--- src/rtl/usb_crc16_core.sv ---
// USB data-packet CRC16 generator: folds one byte per clock into a reflected
// 0xA001 shift register, bit 0 of each byte first.
module usb_crc16_core (
    input  logic        clk,
    input  logic        n_rst,
    input  logic [7:0]  data_in,
    input  logic        crc_en,
    output logic [15:0] crc_out
);

    logic [15:0] crc_q;
    logic [15:0] crc_d;

    // Eight LSB-first shift/XOR steps unrolled into one combinational byte update.
    function automatic logic [15:0] crcByte(input logic [15:0] crc, input logic [7:0] data);
        logic [15:0] r;
        r = crc ^ {8'h00, data};
        for (int i = 0; i < 8; i++) begin
            if (r[0]) begin
                r = (r >> 1) ^ 16'hA001;
            end else begin
                r = r >> 1;
            end
        end
        return r;
    endfunction

    always_comb begin
        crc_d = crc_q;
        if (crc_en) begin
            crc_d = crcByte(crc_q, data_in);
        end
    end

    // Reset preloads all ones; there is no synchronous clear.
    always_ff @(posedge clk or negedge n_rst) begin
        if (!n_rst) begin
            crc_q <= 16'hFFFF;
        end else begin
            crc_q <= crc_d;
        end
    end

    assign crc_out = crc_q;

endmodule

--- config.mk ---
export PLATFORM = sky130hd
export DESIGN_NAME = usb_crc16_core
export DESIGN_NICKNAME = d
export VERILOG_FILES = /design/src/rtl/usb_crc16_core.sv
export SDC_FILE = /design/constraint.sdc
export NUM_CORES = 1
export LEC_CHECK = 0
export ABC_AREA = 1
export ABC_CLOCK_PERIOD_IN_PS = 3350
export BUFFER_PORTS_ARGS = -buffer_cell sky130_fd_sc_hd__buf_2
export CELL_PAD_IN_SITES_DETAIL_PLACEMENT = 1
export CELL_PAD_IN_SITES_GLOBAL_PLACEMENT = 2
export CORE_UTILIZATION = 30
export CTS_CLUSTER_DIAMETER = 60
export DETAILED_ROUTE_END_ITERATION = 6
export GPL_ROUTABILITY_DRIVEN = 1
export PLACE_DENSITY_LB_ADDON = 0.1
export SLEW_MARGIN = 30
export SYNTH_ARGS = -nofsm -noshare
export SYNTH_HDL_FRONTEND = slang
export SYNTH_SLANG_ARGS = --single-unit
--- constraint.sdc ---
create_clock -name clk -period 3.35 [get_ports clk]
set_input_delay 0.67 -clock clk [delete_from_list [all_inputs] [get_ports clk]]
set_output_delay 0.67 -clock clk [all_outputs]
set_load 0.01 [all_outputs]
; Word-level counts from Yosys, hierarchy flattened
; Cells that the tools add are included.
; Widths: inputs -> output; s select.
[totals]
reg_bits = 16
[op_classes]
n_bitwise = 9
muxes = 15
[op_table]
columns = op, n
row1 = $mux 16, 15
row2 = $not 2->3, 8
row3 = $xor 16x8->16, 1

; Logic depth before layout (Yosys ltp)
[depth]
ltp_word = 24
ltp_mapped = 14

; Worst setup path after synthesis
; No wires, ideal clock.
[synth_path]
path_type = input port to flip-flop
from = in data_in[6]
to = reg crc_q[0] (netlist: crc_out[0])
n_path_buf = 0
setup_slack_ns = 1.795
stages = 12
arrival_time_ns = 1.479
path_cell_list = nor2_1 nor2_4 nand2_2 nand2_2 nand2_2 nand2_1 nand2_2 nand2_2 nand2_1 nand3_1 nand3_1 nand2_1
[synth_between]
elab_chain_len = 17
[synth_lines]
columns = item, line_no
row1 = from (decl), 6  ; input logic [7:0] data_in,
row2 = $xor 16x8->16 *, 17  ; r = crc ^ {8'h00, data};
row3 = $mux 16 *, 19  ; if (r[0]) begin
row4 = $mux 16 *, 30  ; if (crc_en) begin
row5 = $mux 16 *, 19
row6 = $mux 16 *, 30
row7 = $mux 16 *, 19
row8 = $mux 16 *, 30
row9 = $mux 16 *, 19
row10 = $mux 16 *, 30
row11 = $mux 16 *, 19
row12 = $mux 16 *, 30
row13 = $not 2->3 (no source line), --
row14 = $mux 16 *, 19
row15 = $mux 16 *, 30
row16 = $mux 16 *, 19
row17 = $mux 16 *, 30
row18 = $mux 16 *, 19
row19 = to (signal assigned), 40  ; crc_q <= crc_d;
row20 = to (decl), 11  ; logic [15:0] crc_q;
; Every way passes the cells marked *; elsewhere a longest branch is shown, timed or not. The select of a mux whose other input is x is not followed.
; A chain may end at the register's enable or synchronous reset.

; Final worst setup path
[layout_path]
from = reg crc_q[2] (netlist: crc_out[2])
to = out crc_out[2]
[layout_rtl]
columns = item, line_no
row1 = to (decl), 8  ; output logic [15:0] crc_out
; No word-level cell between the ends.

==> flow_summary.ini <==
[run_status]
run_status = completed

[clock_tree]
postCtsHoldBufs = 0
cts.htree.levels = 1
cts_tree = yes
post_cts_resized = 0
clock-sinks = 16
cts_made_buffers = 3
clock_path_buffers = 2
clockRootBuffer = clkbuf_4
cts.clk_slew.worst_paths_ns = 0.10
postCtsSetupRepairBufs = 0
insertion_delay_ns = 0.28

[floorplan]
core-area_mm2 = 0.00313
initial_core_util = 0.326
die_y_um = 60.3
num_rows = 20
die_w_um = 60.3
ioPinCount = 27
die_area_mm2 = 0.00364

[grt]
gr-usage-met2 = 0.273
met1_usage = 0.211
first_global_vias = 986
busiest_layer = met2
track_usage = 0.162
grt_pass1_wl_um = 4350
grtUsageMet3 = 0.0476
grt_start_max_net_pins = 19
grt_overflow = 0
antenna_found_initial = 0

[yosys]
syn_area_mm2 = 0.00102
synth_cell_types = 17
syn-num-nets = 154
postSynthAreaPerCell_um2 = 7.13
synth.area.top_cells = dfstp_2, nand2_1, o21ai_0, nand2_2, inv_1
yosysTopAreaCell = dfstp_2
synth_seq_cells = 16
ys_warn_count = 0
synth_top_area_share = 0.412
seq_area_frac_synth = 0.412
postSynthCellCount = 143

[worst_setup_path]
path_class = reg2out
cp_top_family = flip-flops
cp_max_fo = 4
r2r_cells = 13
worstPathArrival_ns = 1.02
path_buf_inv = 1
crit_slowest_cell = dfstp_2
cp_data_required_time_ns = 2.68
path_cells = buf_2
start_kind = flop
path_depth = 1
max_stage_delay_ns = 0.59
critPathCaptureType = output port

[layout]
drive_above_1_share = 0.391
diodes = 0
fill_cells = 423
final_core_util = 0.388
fin_nets = 182
fin_area_mm2 = 0.00121
largest_reg_flops = 16
syn2layout_area_growth_pct = 18.9

[flow_run]
drv_cap = 0

[pwr]
p_per_area_mw_per_mm2 = 874
power.leakage_nw = 0.645
irDropWorstVdd_uv = 284
netSwitchingPower_mw = 0.470
p_clk_frac = 0.096
p_sw_frac = 0.444
combPwrFrac = 0.520
power_frac_seq = 0.384
intPower_mw = 0.589

[timing]
slew_viol_final = 0
tns_ns = 0
max_freq_ghz = 0.593
rsz0062_at_grt = no
setup_ws_ns = 1.66
fin_crit_sh = 0.503
setup_viol = 0
hold_violations = 0
tightest_slew_ns = 0.463
whs_ns = 0.486
finalWorstPathRequiredPeriod_ns = 1.69
fin_skew_ns = 0.00712
max_slew_margin = 0.691

[drt]
drc = 0
routedWlPerCell_um = 11.3
route.antenna.remaining_nets = 0
first_pass_iters = 3
drt-total-wl_um = 2400
drt_iter0_drc = 30
via_per_inst = 4.44
vias = 946

[placement]
hpwlAfterDp_um = 1880
place_congestion = 0.698
dpl_cell_area_mm2 = 0.00119
pre_cts_ws_ns = 1.49
port_buffers = 26

[hold_path]
hp-class = reg2reg
min_path_cells = 2
## layout by cell type, fill, tap and decap left out, drive strengths merged
cell type	Yosys	final
nand2	69	69
dfstp	16	16
a31oi	1	1
nor2	4	4
xor2	4	4
xnor2	4	4
o21ai	14	14
clkbuf	2	3
nand3	9	9
buf	1	26
inv	19	19
## power by group through the flow
stage / Clock [mW] / Combinational [mW] / Sequential (mW)
global placement: 0 / 0.544 / 0.409
detailed placement: 0 / 0.558 / 0.415
floorplan: 0 / 0.349 / 0.448
CTS: 0.110 / 0.561 / 0.412
finish: 0.102 / 0.551 / 0.407
global route: 0.114 / 0.639 / 0.425
## stage by stage
stage | power [mW] | cells
after global placement | 0.952 | 210
after floorplan | 0.797 | 143
final | 1.06 | 213
after CTS | 1.08 | 213
after detailed placement | 0.972 | 210
after global routing | 1.18 | 213
## synthesized netlist by cell type (all sizes together)
cell / n
xnor2: 4
xor2: 4
inv: 19
o21ai: 14
dfstp: 16
nand2: 69
nand3: 9
a31oi: 1
nor2: 4
buf: 1
clkbuf: 2
## worst paths after layout
| path | start | endpoint | slack (ns) |
|---|---|---|---|
| setup / recovery | crc_out[2] | crc_out[2] | 1.66 |
| hold / removal | crc_out[10] | crc_out[2] | 0.49 |
| setup reg to reg | crc_out[0] | crc_out[0] | 1.77 |
| hold reg to reg | crc_out[10] | crc_out[2] | 0.49 |
| max in group asynchronous | n_rst | crc_out[15] | 2.75 |
| min in group asynchronous | n_rst | crc_out[8] | 0.57 |
## final cells by class
type / instances / area [µm²] / share of cell area
multi-input cells: 105 / 513 / 0.423
flip-flops and latches: 16 / 420 / 0.347
repair buffers: 26 / 130 / 0.107
inverters: 19 / 71.3 / 0.0588
well taps: 44 / 55.1 / 0.0454
clock buffers: 3 / 22.5 / 0.0186
## kinds of logic after synthesis
group | synth area share
buffers and inverters | 0.0847
AOI/OAI and AO/OA | 0.0748
DFF | 0.412
xor gates and xnor gates | 0.0761
and+or+nand+nor | 0.352
## layer usage
| metal | vias up | wire (µm) | share of wire |
|---|---|---|---|
| met5 | - | 0 | 0 |
| met4 | 0 | 17 | 0.0071 |
| met3 | 2 | 76 | 0.032 |
| met2 | 16 | 1150 | 0.48 |
| met1 | 439 | 1160 | 0.48 |
| li1 | 489 | - | - |
No activity file was read; power rests on OpenSTA's default activity.
